--- src/rtl/blvds_frame_transmitter.sv ---
// BLVDS frame transmitter: drains a show-ahead FIFO into framed packets on the 18-bit bus.
// Optional macro BLVDS_TX_CRC_INJECT_EN adds iCRC_INJECT, which corrupts FE2's FCRC[0] for one frame.
module blvds_frame_transmitter #(
  parameter int FIFO_AW   = 12,
  parameter int GAP_WORDS = 128
) (
  input  logic               iCLK,
  input  logic               iRST,
  input  logic               iSTART,
  input  logic [2:0]         iFORMAT,
  input  logic [3:0]         iCHANNELS,
  input  logic [7:0]         iPACK_NUM,
  input  logic [7:0]         iPACK_SIZE,
  input  logic [15:0]        iSAMPLE_NUM,
  input  logic [15:0]        iDATA,
  input  logic [FIFO_AW-1:0] iUSEDW,
`ifdef BLVDS_TX_CRC_INJECT_EN
  input  logic               iCRC_INJECT,
`endif
  output logic               oRD_REQ,
  output logic [17:0]        oDATA_BLVDS,
  output logic               oBUSY,
  output logic               oFRAME_DONE,
  output logic               oCFG_ERR
);

  localparam logic [17:0] IDLE_WORD = 18'h3FE00;

  typedef enum logic [3:0] {
    S_IDLE, S_FH1, S_FH2, S_WAIT, S_PH1, S_PH2, S_DATA,
    S_PE1, S_PE2, S_FE1, S_FE2, S_GAP
  } state_e;

  state_e      state_q, state_d;
  logic [2:0]  fmt_q;
  logic [3:0]  chan_q;
  logic [7:0]  pnum_q, psize_q, pcnt_q;
  logic [15:0] snum_q, psum_q;
  logic [1:0]  fcnt_q;
  logic [16:0] cnt_q;
  logic [17:0] fsum_q, data_q, word_d;
  logic        done_q, err_q;
  logic        rd_req, fsum_en;

  logic [16:0] n_words;
  logic        accept, pkt_ready, last_word, last_pkt, gap_last;
  logic [15:0] pcrc, fcrc, fcrc_tx;

  // N can reach 65543, so the word count is carried at 17 bits.
  assign n_words   = {1'b0, snum_q} + 17'd8;
  assign accept    = iSTART && (iPACK_NUM != 8'd0);
  assign pkt_ready = 32'(iUSEDW) >= 32'(n_words);
  assign last_word = cnt_q == (n_words - 17'd1);
  assign last_pkt  = (pcnt_q + 8'd1) == pnum_q;
  assign gap_last  = cnt_q == 17'(GAP_WORDS - 1);
  assign pcrc      = ~psum_q;
  assign fcrc      = ~fsum_q[15:0];

`ifdef BLVDS_TX_CRC_INJECT_EN
  logic inj_q;
  assign fcrc_tx = fcrc ^ {15'd0, inj_q};
  always_ff @(posedge iCLK or posedge iRST) begin
    if (iRST)                          inj_q <= 1'b0;
    else if (state_q == S_IDLE && accept) inj_q <= iCRC_INJECT;
  end
`else
  assign fcrc_tx = fcrc;
`endif

  always_ff @(posedge iCLK or posedge iRST) begin
    if (iRST) state_q <= S_IDLE;
    else      state_q <= state_d;
  end

  always_comb begin
    state_d = state_q;
    case (state_q)
      S_IDLE: if (accept) state_d = S_FH1;
      S_FH1:  state_d = S_FH2;
      S_FH2:  state_d = S_WAIT;
      S_WAIT: if (pkt_ready) state_d = S_PH1;
      S_PH1:  state_d = S_PH2;
      S_PH2:  state_d = S_DATA;
      S_DATA: if (last_word) state_d = S_PE1;
      S_PE1:  state_d = S_PE2;
      S_PE2:  state_d = last_pkt ? S_FE1 : S_WAIT;
      S_FE1:  state_d = S_FE2;
      S_FE2:  state_d = S_GAP;
      S_GAP:  if (gap_last) state_d = S_IDLE;
      default: state_d = S_IDLE;
    endcase
  end

  // fsum_en marks the words covered by FCRC; idle fill in WAIT is not part of the frame.
  always_comb begin
    word_d  = IDLE_WORD;
    rd_req  = 1'b0;
    fsum_en = 1'b0;
    case (state_q)
      S_FH1:  begin word_d = {2'b11, 3'b000, fmt_q, fcnt_q, pnum_q};        fsum_en = 1'b1; end
      S_FH2:  begin word_d = {2'b11, 3'b001, 1'b0, chan_q, psize_q};        fsum_en = 1'b1; end
      S_PH1:  begin word_d = {2'b11, 3'b010, pcnt_q[4:0], snum_q[15:8]};   fsum_en = 1'b1; end
      S_PH2:  begin word_d = {2'b11, 3'b011, 5'd0, snum_q[7:0]};           fsum_en = 1'b1; end
      S_DATA: begin word_d = {2'b00, iDATA}; rd_req = 1'b1;                fsum_en = 1'b1; end
      S_PE1:  begin word_d = {2'b11, 3'b110, 5'd0, pcrc[15:8]};            fsum_en = 1'b1; end
      S_PE2:  begin word_d = {2'b11, 8'hE0, pcrc[7:0]};                    fsum_en = 1'b1; end
      S_FE1:  word_d = {2'b11, 8'h80, fcrc_tx[15:8]};
      S_FE2:  word_d = {2'b11, 3'b101, 5'd0, fcrc_tx[7:0]};
      default: word_d = IDLE_WORD;
    endcase
  end

  always_ff @(posedge iCLK or posedge iRST) begin
    if (iRST) begin
      data_q  <= IDLE_WORD;
      done_q  <= 1'b0;
      err_q   <= 1'b0;
      fmt_q   <= '0;
      chan_q  <= '0;
      pnum_q  <= '0;
      psize_q <= '0;
      snum_q  <= '0;
      pcnt_q  <= '0;
      fcnt_q  <= '0;
      cnt_q   <= '0;
      psum_q  <= '0;
      fsum_q  <= '0;
    end else begin
      data_q <= word_d;
      done_q <= (state_q == S_GAP) && gap_last;
      err_q  <= (state_q == S_IDLE) && iSTART && (iPACK_NUM == 8'd0);
      if (state_q == S_IDLE && accept) begin
        fmt_q   <= iFORMAT;
        chan_q  <= iCHANNELS;
        pnum_q  <= iPACK_NUM;
        psize_q <= iPACK_SIZE;
        snum_q  <= iSAMPLE_NUM;
        pcnt_q  <= '0;
        fsum_q  <= '0;
      end else if (fsum_en) begin
        fsum_q <= fsum_q + word_d;
      end
      // One counter serves the data run and the inter-frame gap.
      if (state_q == S_PH2 || state_q == S_FE2)        cnt_q <= '0;
      else if (state_q == S_DATA || state_q == S_GAP)  cnt_q <= cnt_q + 17'd1;
      if (state_q == S_PH1)       psum_q <= '0;
      else if (state_q == S_DATA) psum_q <= psum_q + iDATA;
      if (state_q == S_PE2) pcnt_q <= pcnt_q + 8'd1;
      if (state_q == S_FE2) fcnt_q <= fcnt_q + 2'd1;
    end
  end

  assign oRD_REQ     = rd_req;
  assign oDATA_BLVDS = data_q;
  assign oBUSY       = state_q != S_IDLE;
  assign oFRAME_DONE = done_q;
  assign oCFG_ERR    = err_q;

endmodule

--- config.mk ---
export PLATFORM = sky130hd
export DESIGN_NAME = blvds_frame_transmitter
export DESIGN_NICKNAME = d
export VERILOG_FILES = /design/src/rtl/blvds_frame_transmitter.sv
export SDC_FILE = /design/constraint.sdc
export NUM_CORES = 1
export LEC_CHECK = 0
export BUFFER_PORTS_ARGS = -buffer_cell sky130_fd_sc_hd__buf_2
export CAP_MARGIN = 20
export CORE_ASPECT_RATIO = 1.4
export CORE_MARGIN = 2
export CORE_UTILIZATION = 45
export CTS_BUF_LIST = sky130_fd_sc_hd__clkbuf_2
export CTS_CLUSTER_DIAMETER = 40
export DETAILED_ROUTE_END_ITERATION = 8
export MAX_ROUTING_LAYER = met4
export PLACE_DENSITY_LB_ADDON = 0.25
export SLEW_MARGIN = 0
export SYNTH_ARGS = -nofsm -noshare
export SYNTH_HDL_FRONTEND = slang
export SYNTH_SLANG_ARGS = --single-unit
--- constraint.sdc ---
create_clock -name iCLK -period 8.1 [get_ports iCLK]
set_input_delay 0 -clock iCLK [delete_from_list [all_inputs] [get_ports iCLK]]
set_output_delay 0 -clock iCLK [all_outputs]
set_load 0.02 [all_outputs]
[After elaboration in Yosys (flattened, before gate mapping)]
Index checks and enable logic that the tools add are counted.
Widths: inputs -> output; s select.
Operators by class
  reduce and logical (&&, ||, !) cells: 17
  bitwise gates (word level): 2
  $add $sub $neg: 7
  multiplexer cells: 17
  order comparisons: 1
  equality and inequality tests: 18
Operators with widths (count)
  $pmux 18 s9: 1
  $pmux 4 s12: 1
  $mux 18: 2
  $mux 17: 2
  $mux 16: 2
  $not 16->16: 2
  $mux 4: 5
  $add 18x18->18: 1
  $add 16x4->17 const B: 1
  $add 17x1->17 const B: 1
  $eq 17x17->1: 1
  $eq 17x7->1 const B: 1
  $ge 12x17->1: 1
  $sub 17x1->17 const B: 1
  $add 16x16->16: 1
  $eq 4x3->1 const B: 4
  $eq 4x4->1 const B: 4
  $mux 8: 2
  $add 8x1->8 const B: 1
  $eq 4x2->1 const B: 2
  $eq 8x8->1: 1
  $logic_not 8->1: 1
  $ne 2x2->1 const B: 4
  $reduce_bool 2->1: 4
  10 further kinds: 16
Storage, ports and cells
  input bits: 70
  logic and storage cells: 76
  register bits after elaboration: 124
  output and inout bits: 22

[Logic depth before layout (Yosys ltp)]
Gate-level depths: netlist of the first run.
  depth in word-level cells: 5
  depth in mapped cells: 19
  mapped depth without buffers: 18

[Least setup slack after synthesis of the first run]
OpenSTA, ideal clock, no wires.
  path kind: register -> register
  start: reg state_q[2]
  end: reg fsum_q[10]
  stages on the path, launching flop included: 18
  library setup time: 0.132 ns
  required time: 7.968 ns
  period minus slack after synthesis: 3.891 ns
  slack: 4.209 ns
  data arrival time: 3.759 ns
  path buffers: 2
  cell sequence: dfrtp_1 -> buf_2 -> nor2b_1 -> clkbuf_1 -> nand2_1 -> clkinv_1 -> a222oi_1 -> nand2_1 -> a221o_1 -> fa_1 -> a21o_1 -> a21oi_1 -> o21ai_0 -> o41ai_2 -> nor2_1 -> a2111oi_0 -> o31a_1 -> nor2_1
Between the ends
  cells in the longest elaborated chain, start to end: 5
  elaborated cells between the ends (all ways): 18
  classes of those cells: add/sub (1); eq/ne (9); mux (4); reduce/logical (4)
Ends and longest elaborated chain
  start, declared: RTL line 34  | state_e state_q, state_d;
  start signal, assigned: RTL line 72  | else state_q <= state_d;
  $eq 4x4->1 (tied with other cells): RTL line 99  | case (state_q)
  $pmux 18 s9 (*): RTL line 99
  via word_d[1]: RTL line 41  | logic [17:0] fsum_q, data_q, word_d;
  $add 18x18->18 (*): RTL line 141  | fsum_q <= fsum_q + word_d;
  $mux 18 (*): RTL line 140  | end else if (fsum_en) begin
  $mux 18 (*): RTL line 132  | if (state_q == S_IDLE && accept) begin
  end signal, assigned: RTL line 141
  end, declared: RTL line 41
Mark *: on every way through the listed nets, which the timed path passes. The rest lies on a longest branch. The select of a mux whose other input is x is not followed.
A chain may end at the register's enable or synchronous reset.

[Worst setup path in the final report of the first run]
  start: reg state_q[0]
  end: reg fsum_q[10]
The elaborated chain is that of the path after synthesis.

==> impl_results.md, run 1 <==
* Pins over their slew limit at 0
* Hold WS at 0.00770 ns
* Synthesized area at 0.00807 mm²
* Crit. End Element: flop
* Post-route ant nets at 0
* Worst-path cell chain: nor2_1, nand2_1, clkinv_1, a222oi_1, nand2_1, a221o_1, fa_1, a21o_1, a21oi_1, o21ai_0, o41ai_2, nor2_1, a2111oi_0, o31a_1, nor2_1
* Share of the synthesized area in the top cell type at 0.350
* Critical Path AT at 5.98 ns
* First-pass GRT wire length at 39.8 mm
* CTS tree: yes
* Leakage Power at 0.00470 µW
* Hold Path Sink: snum_q[14]
* Top Layer Used: met4
* Worst path bufs/invs at 1
* Drt wl/cell at 18.4 µm
* Avg Inst Size Synth at 8.50 µm²
* Drt initial violations at 616
* Cell Pwr Density at 113 mW/mm²
* Switching share of total power at 0.259
* Number of global-route vias before repair at 7532
* # setup viols final at 0
* Placed cell count at 1239
* Syn nets at 1069
* Clock Sinks at 121
* Setup Buffers After CTS at 0
* Final #Nets at 1238
* Register Area at 0.00304 mm²
* Top cells by area, synth: dfrtp_1, nand2_1, ha_1
* DR WL met3 at 1.25 mm
* Post-layout minimum cycle time at 5.37 ns
* Slew @ Worst Pin at 0.848 ns
* Port buffer count at 91
* Clock skew after layout at 0.0247 ns
* Stages on worst setup path at 15
* Area of the multi-input gates at 0.00475 mm²
* Crit path kind: flop to flop
* Count of cell types in the netlist at 73
* I/O pins at 92
* Reg clk slew, reported paths at 0.20 ns
* Root buf cell: clkbuf_2
* Fin crit share at 0.663
* Clk Latency, worst-skew pair at 0.74 ns
* Peak VDD IR at 0.0757 mV
* Seq/Total Area, Yosys at 0.376
* FF-to-FF Start: state_q[0]
* Post-synth EDFFs at 0
* Hpwl dp at 18.0 mm
* Reg2Reg Depth at 15
* Slowest stage delay, CP at 0.79 ns
* Initial antenna violation count at 1
* Max Root-Sink Buffers at 2
* P&R area growth vs syn at 23.0%
* Pint at 831 µW
* Cells after Synth at 950
* WP data required at 8.71 ns
* Die area at 0.0190 mm²
* Finished Layout Cells at 1369
* DRC viols at 0
* Horiz. Die Dim at 117 µm
* Via count at 7682
* P_sw at 290 µW
* Unrepaired setup endpoints after global routing: no
* Synth Flop Type: dfrtp_1
* Clock Power Share at 0.365
* Slowest CP cell: dfrtp_1
* Initial Utilization at 0.462
* CTS H-tree lvls at 4
* Vias per inst at 5.61
* Met2 WL post-DR at 12.4 mm
* Combinational group share of total power at 0.095
* # rows at 57
* CTS Buf Count at 17
* R2R Path End: fsum_q[10]
* Total GRT Usage at 0.284
* Layout cells sized above 1 at 0.141
* Asr flop ratio synth at 1.00
* Hold Path Class: input pin to flop
* Overall routed net length at 25.1 mm
* Synth Warn # at 0
* Status: completed
* Worst Path Max Fanout at 18
* Final hold vios at 0
* Metal-1 WL at 10.0 mm
* Hold path depth at 4
* Die Y at 162 µm
* Max Cap Viol at 0
* GRT overflow at 0
* Core area at 0.0175 mm²
* Setup crit start kind: flop
* Post-synthesis register bit count at 121
* Pin count of the biggest net entering global routing at 67
* Setup TNS Final at 0 ns
* Fillers at 1600
* Worst R2R Setup Slack at 2.73 ns
* CP delay by family, top: compound AO/OA/AOI/OAI gates
* DR pass1 iterations at 9
* Worst path most repeated cell: nor2_1
* Hold_sp: iSAMPLE_NUM[14]
* Gp weighted congestion at 0.968
* Max Fclk at 186 MHz
* Synth area leader: dfrtp_1
* Reg power frac at 0.540
* Rel. slew slack at 0.435
[final cells by class]
cell class	instances	share of cell area
Multi-Input combinational cell	758	0.478
Antenna cell	1	0.000252
Timing Repair Buffer	194	0.151
Inverter	27	0.0105
Tap cell	236	0.0297
Sequential cell	121	0.306
Clock inverter	15	0.0160
Clock buffer	17	0.00857
[layout by cell type, fill, tap and decap left out, types with 11 or more instances in the layout]
cell | Yosys | layout
nand2_1 | 183 | 183
dfrtp_1 | 113 | 113
dlygate4sd3_1 | 0 | 96
buf_2 | 8 | 91
nor2_1 | 82 | 82
o21ai_0 | 54 | 54
nand3_1 | 48 | 47
ha_1 | 47 | 47
xor2_1 | 44 | 44
xnor2_1 | 43 | 43
a21oi_1 | 37 | 35
inv_1 | 26 | 25
nor3_1 | 21 | 21
clkbuf_2 | 0 | 17
a22oi_1 | 13 | 13
o22ai_1 | 13 | 13
a21o_1 | 11 | 11
mux2i_1 | 11 | 11
[power by group through the flow]
| stage | logic, µW | registers [µW] | clock network [µW] |
|---|---|---|---|
| floorplan | 40.1 | 616 | 0 |
| global placement | 70.7 | 616 | 0 |
| detailed placement | 71.4 | 616 | 0 |
| CTS | 105 | 605 | 416 |
| global route | 118 | 605 | 441 |
| finish | 106 | 605 | 410 |
[flip-flops by register name (all words and copies together), names as in the netlist]
name	flops
oDATA_BLVDS	17
psum_q	16
pcnt_q	8
oFRAME_DONE	1
psize_q	8
fsum_q	16
oCFG_ERR	1
fcnt_q	2
state_q	4
cnt_q	17
pnum_q	8
snum_q	16
chan_q	4
fmt_q	3
[Yosys cell counts (all sizes together) (2+ instances only)]
master,number
nand2b,8
and4,4
o21ai,54
buf,16
a211o,2
a22o,4
dfstp,8
fa,2
a221oi,7
a21oi,37
xor2,44
a21o,11
o22ai,14
and3,9
o221ai,6
ha,47
nand3b,5
a2111oi,3
nor4,10
and2,4
nand4,10
o211ai,3
o21a,2
mux2i,11
o21bai,5
dfrtp,113
o31a,2
nor3,25
or2,5
a31o,2
clkbuf,28
a22oi,13
a31oi,8
xnor2,44
or3,7
a211oi,5
nor2b,5
a32o,2
a221o,2
nor2,83
o31ai,2
nand2,184
inv,26
nand3,51
[logic make-up (layout without fill, tap and decap cells)]
group / Yosys count / in the layout / synth area share
DFF: 121 / 121 / 0.376
xor gates and xnor gates: 89 / 89 / 0.0992
adders and majority gates: 49 / 49 / 0.0778
other: 0 / 1 / 0
buffers and inverters: 71 / 253 / 0.0375
and+or+nand+nor: 413 / 413 / 0.234
muxes: 12 / 12 / 0.0150
AOI/OAI and AO/OA: 195 / 195 / 0.160
[tightest hold or removal path, delay by kind of cell]
kind | cells | cell delay (ns)
AO/OA/AOI/OAI | 1 | 0.06
AND/OR/NAND/NOR | 1 | 0.05
buffers and inverters | 2 | 0.61
[routing by layer]
| metal | vias up | track usage |
|---|---|---|
| met5 | - | - |
| met4 | 0 | 0.155 |
| met3 | 82 | 0.0510 |
| met2 | 261 | 0.461 |
| met1 | 3653 | 0.330 |
| li1 | 3686 | - |
[per-stage QoR]
stage               setup WS (ns)  total power, µW  instance area [µm²]  utilization
floorplan                    4.21              656                 8070            -
global placement             3.00              686                 8680        0.497
detailed placement           2.82              687                 8700        0.498
CTS                          2.77             1130                 9900        0.567
global route                 2.28             1160                 9930        0.568
finish                       2.73             1120                 9930        0.568
[worst max path at each step]
stage                          start         end  slack, ns
after floorplan           state_q[2]  fsum_q[10]       4.21
after global placement    state_q[0]  fsum_q[10]       3.00
after detailed placement  state_q[0]  fsum_q[10]       2.82
after CTS                 state_q[0]  fsum_q[10]       2.77
after global routing      state_q[0]  fsum_q[10]       2.28
final                     state_q[0]  fsum_q[10]       2.73
[what timing repair did]
item | CTS | global route
hold buffers | 96 | 0
hold endpoints to repair | 129 | 0
resized for setup | 0 | 0
Note: power is estimated with default switching activity, not from simulation.
==> inputs of run 2 (changes only) <==
--- a/config.mk
+++ b/config.mk
@@ -5,6 +5,7 @@
 export SDC_FILE = /design/constraint.sdc
 export NUM_CORES = 1
 export LEC_CHECK = 0
+export ABC_AREA = 1
 export BUFFER_PORTS_ARGS = -buffer_cell sky130_fd_sc_hd__buf_2
 export CAP_MARGIN = 20
 export CORE_ASPECT_RATIO = 1.4
==> constraint.sdc (replaced) <==
create_clock -name iCLK -period 4.6 [get_ports iCLK]
set_input_delay 0 -clock iCLK [delete_from_list [all_inputs] [get_ports iCLK]]
set_output_delay 0 -clock iCLK [all_outputs]
set_load 0.02 [all_outputs]
==> run 2 against run 1 <==
Net effect: die area grew 0.51%; routed wire length grew 6.8%; sequential power grew to 3.3 times the previous value; via count grew 11%; critical path depth rose by 7; highest routed layer unchanged.
==> impl_results.md, run 2 <==
* Status: completed
* Worst path most repeated cell: nand2_1
* Fillers at 1704 (+6.5%)
* CTS tree: yes
* DRC viols at 0 (unchanged)
* Combinational group share of total power at 0.617 (+0.522)
* Hold Path Class: input pin to flop
* Slowest stage delay, CP at 0.56 ns (-0.23 ns)
* Gp weighted congestion at 0.982 (+1.5%)
* Clock skew after layout at 0.0360 ns (+0.0113 ns)
* Overall routed net length at 26.9 mm (+6.8%)
* Crit path kind: flop to flop
* GRT overflow at 0 (unchanged)
* Worst path bufs/invs at 3 (+2)
* Place WS at 1.13 ns (-1.69 ns)
* Vias per inst at 5.47 (-2.6%)
* Pin count of the biggest net entering global routing at 52 (-22%)
* Setup TNS Final at 0 ns (unchanged)
* WP data required at 5.23 ns (-3.48 ns)
* Clock Power Share at 0.092 (-0.273)
* Switching share of total power at 0.529 (+0.270)
* Most common cell after layout, fill and taps aside: nand2_1
* Reg power frac at 0.291 (-0.249)
* Register Area at 0.00304 mm² (unchanged)
* Synth Area in Compound Gates at 0.159 (-0.000375)
* Hold path depth at 4 (unchanged)
* Clock Sinks at 121 (unchanged)
* Rel. slew slack at 0.563 (+0.128)
* Crit. End Element: flop
* Synth Area in XOR/XNOR at 0.0345 (-0.0647)
* Clk Latency, worst-skew pair at 0.73 ns (about the same)
* Final #Nets at 1426 (+15%)
* Pins over their slew limit at 0 (unchanged)
* Via count at 8533 (+11%)
* Post-route ant nets at 0 (unchanged)
* Synth Flop Type: dfrtp_1
* P_sw at 3640 µW (+1200%)
* Syn nets at 1220 (+14%)
* Synth Warn # at 0 (unchanged)
* Max Fclk at 268 MHz (+44%)
* Synth Area in Adders at 0.0774 (-0.000408)
* Die Y at 163 µm (+0.26%)
* Pint at 3250 µW (+290%)
* Port buffer count at 91 (unchanged)
* Fin crit share at 0.811 (+0.148)
* CTS Buf Count at 17 (unchanged)
* Crit. Startpoint: snum_q[3]
* Hold_sp: iSAMPLE_NUM[5]
* Setup slack after layout at 0.871 ns (-1.86 ns)
* Post-synthesis register bit count at 121 (unchanged)
* Worst R2R Setup Slack at 0.87 ns (-1.86 ns)
* Total GRT Usage at 0.295 (+0.0107)
* Slew @ Worst Pin at 0.654 ns (-0.194 ns)
* Cell Pwr Density at 680 mW/mm² (+500%)
* Synth area leader: dfrtp_1
* Post-layout minimum cycle time at 3.73 ns (-1.64 ns)
* First-pass GRT wire length at 42.5 mm (+6.9%)
* Avg Inst Size Synth at 7.37 µm² (-13%)
* Setup Buffers After CTS at 0 (unchanged)
* Area of the multi-input gates at 0.00454 mm² (-4.4%)
* Initial Utilization at 0.455 (-0.00743)
* Critical Path AT at 4.36 ns (-1.62 ns)
* Layout cells sized above 1 at 0.138 (-0.00346)
* Final hold vios at 0 (unchanged)
* Die area at 0.0191 mm² (+0.51%)
* Core area at 0.0179 mm² (+2.2%)
* Cells after Synth at 1101 (+16%)
* Number of global-route vias before repair at 8354 (+11%)
* Reg clk slew, reported paths at 0.20 ns (about the same)
* R2R Path End: state_q[1]
* Unrepaired setup endpoints after global routing: no
* Most common cell in the netlist: nand2_1
* CP delay by family, top: simple AND/OR/NAND/NOR gates
* Drt wl/cell at 17.2 µm (-6.3%)
* FF-to-FF Start: snum_q[3]
* Peak VDD IR at 0.430 mV (+470%)
* # setup viols final at 0 (unchanged)
* Multiplexer area fraction after synthesis at 0 (-0.0150)
* Root buf cell: clkbuf_2
* Seq/Total Area, Yosys at 0.374 (-0.00197)
* Drt initial violations at 761 (+24%)
* Most frequent cells after synthesis: nand2_1, dfrtp_1, inv_1, nor2_1, o21ai_0
* Horiz. Die Dim at 117 µm (+0.25%)
* Reg2Reg Depth at 22 (+7)
* Max Root-Sink Buffers at 2 (unchanged)
* Worst-path cell chain: ha_1, nand3_1, nand2_1, nand2_1, inv_1, ha_1, nand2_1, inv_1, nand3_1, nor3_1, nand3_1, nand3_1, nand2_1, nand2_1, nand2_1, nand2_1, dlygate4sd3_1, nand2_1, a21oi_2, nand2_1, nand2_1, nand2_1
* Share of the synthesized area in the top cell type at 0.348 (-0.00184)
* CTS H-tree lvls at 4 (unchanged)
* Synthesized area at 0.00811 mm² (+0.53%)
* Initial antenna violation count at 1 (unchanged)
* Top cells by area, synth: dfrtp_1, nand2_1, ha_1
* Commonest cells after routing, fill and taps aside: nand2_1, dfrtp_1, inv_1, dlygate4sd3_1, buf_2
* Hold Path Sink: snum_q[5]
* Post-synth EDFFs at 0 (unchanged)
* Slowest CP cell: dlygate4sd3_1
* Count of cell types in the netlist at 47 (-36%)
* Hpwl dp at 19.8 mm (+9.6%)
* DR pass1 iterations at 8 (-1)
* P&R area growth vs syn at 24.8%
* Asr flop ratio synth at 1.00 (unchanged)
* Main combinational cell family by area after synthesis: simple AND/OR/NAND/NOR gates
* Worst Path Max Fanout at 7 (-11)
* Leakage Power at 0.00495 µW (+5.3%)
* I/O pins at 92 (unchanged)
* # rows at 58 (+1.8%)
* Max Cap Viol at 0 (unchanged)
* Simple-gate area share of the yosys netlist at 0.288 (+0.0535)
* Setup crit start kind: flop
run 2: routing by layer:
| metal | share of wire | GRT usage |
|---|---|---|
| met5 | 0 | - |
| met4 | 0.051 | 0.143 |
| met3 | 0.054 | 0.0494 |
| met2 | 0.52 | 0.528 |
| met1 | 0.38 | 0.317 |
run 2: worst min-delay path, stage by stage:
cell and delay, ns:
dlygate4sd3_1 0.52, buf_2 0.13, nand2_1 0.05, o21ai_0 0.06
run 2: area by class of cell:
| type | count | area share |
|---|---|---|
| Antenna cell | 1 | 0.000247 |
| Clock inverter | 12 | 0.0103 |
| Sequential cell | 121 | 0.300 |
| Tap cell | 240 | 0.0297 |
| Inverter | 125 | 0.0468 |
| Multi-Input combinational cell | 839 | 0.449 |
| Timing Repair Buffer | 203 | 0.154 |
| Clock buffer | 20 | 0.00989 |
run 2: cells by family (layout without fill, tap and decap cells):
logic type / after synthesis / count (layout)
AO/OA/AOI/OAI: 224 / 224
adder cells (fa/ha/maj): 49 / 49
other: 0 / 1
flip-flops: 121 / 121
buffers and inverters: 141 / 360
AND/OR/NAND/NOR: 534 / 534
XOR/XNOR: 32 / 32
run 2: through the flow:
stage          area (µm²)  power (µW)  cells  hold slack, ns  utilization
6_report            10100        6890   1561          0.0795        0.567
5_1_grt             10100        7520   1561          0.0290        0.567
4_1_cts             10100        6850   1560         0.00400        0.567
3_5_place_dp         8850        6110   1421           0.148        0.496
3_3_place_gp         8850        6080   1421           0.154        0.496
2_1_floorplan        8110        4920   1101           0.117            -
run 2: timing repair:
item                      in CTS  in global routing
gates resized for setup        0                  0
hold buffers                 107                  0
hold endpoints to repair     154                  0
run 2: worst max path at each step:
stage            endpoint  slack (ns)  depth (start not counted)
6_report       state_q[1]        0.87                         22
3_5_place_dp   fsum_q[14]        1.13                         19
4_1_cts        state_q[1]        0.84                         22
3_3_place_gp   fsum_q[14]        1.23                         19
2_1_floorplan   chan_q[0]        1.40                          1
5_1_grt        state_q[1]        0.53                         22
run 2: power by group through the flow:
stage | Clock (µW) | Sequential (µW) | Combinational [µW]
after floorplan | 0 | 1910 | 3020
after global placement | 0 | 2010 | 4060
after detailed placement | 0 | 2000 | 4100
after CTS | 650 | 1980 | 4210
after global routing | 698 | 2040 | 4780
final | 636 | 2000 | 4250
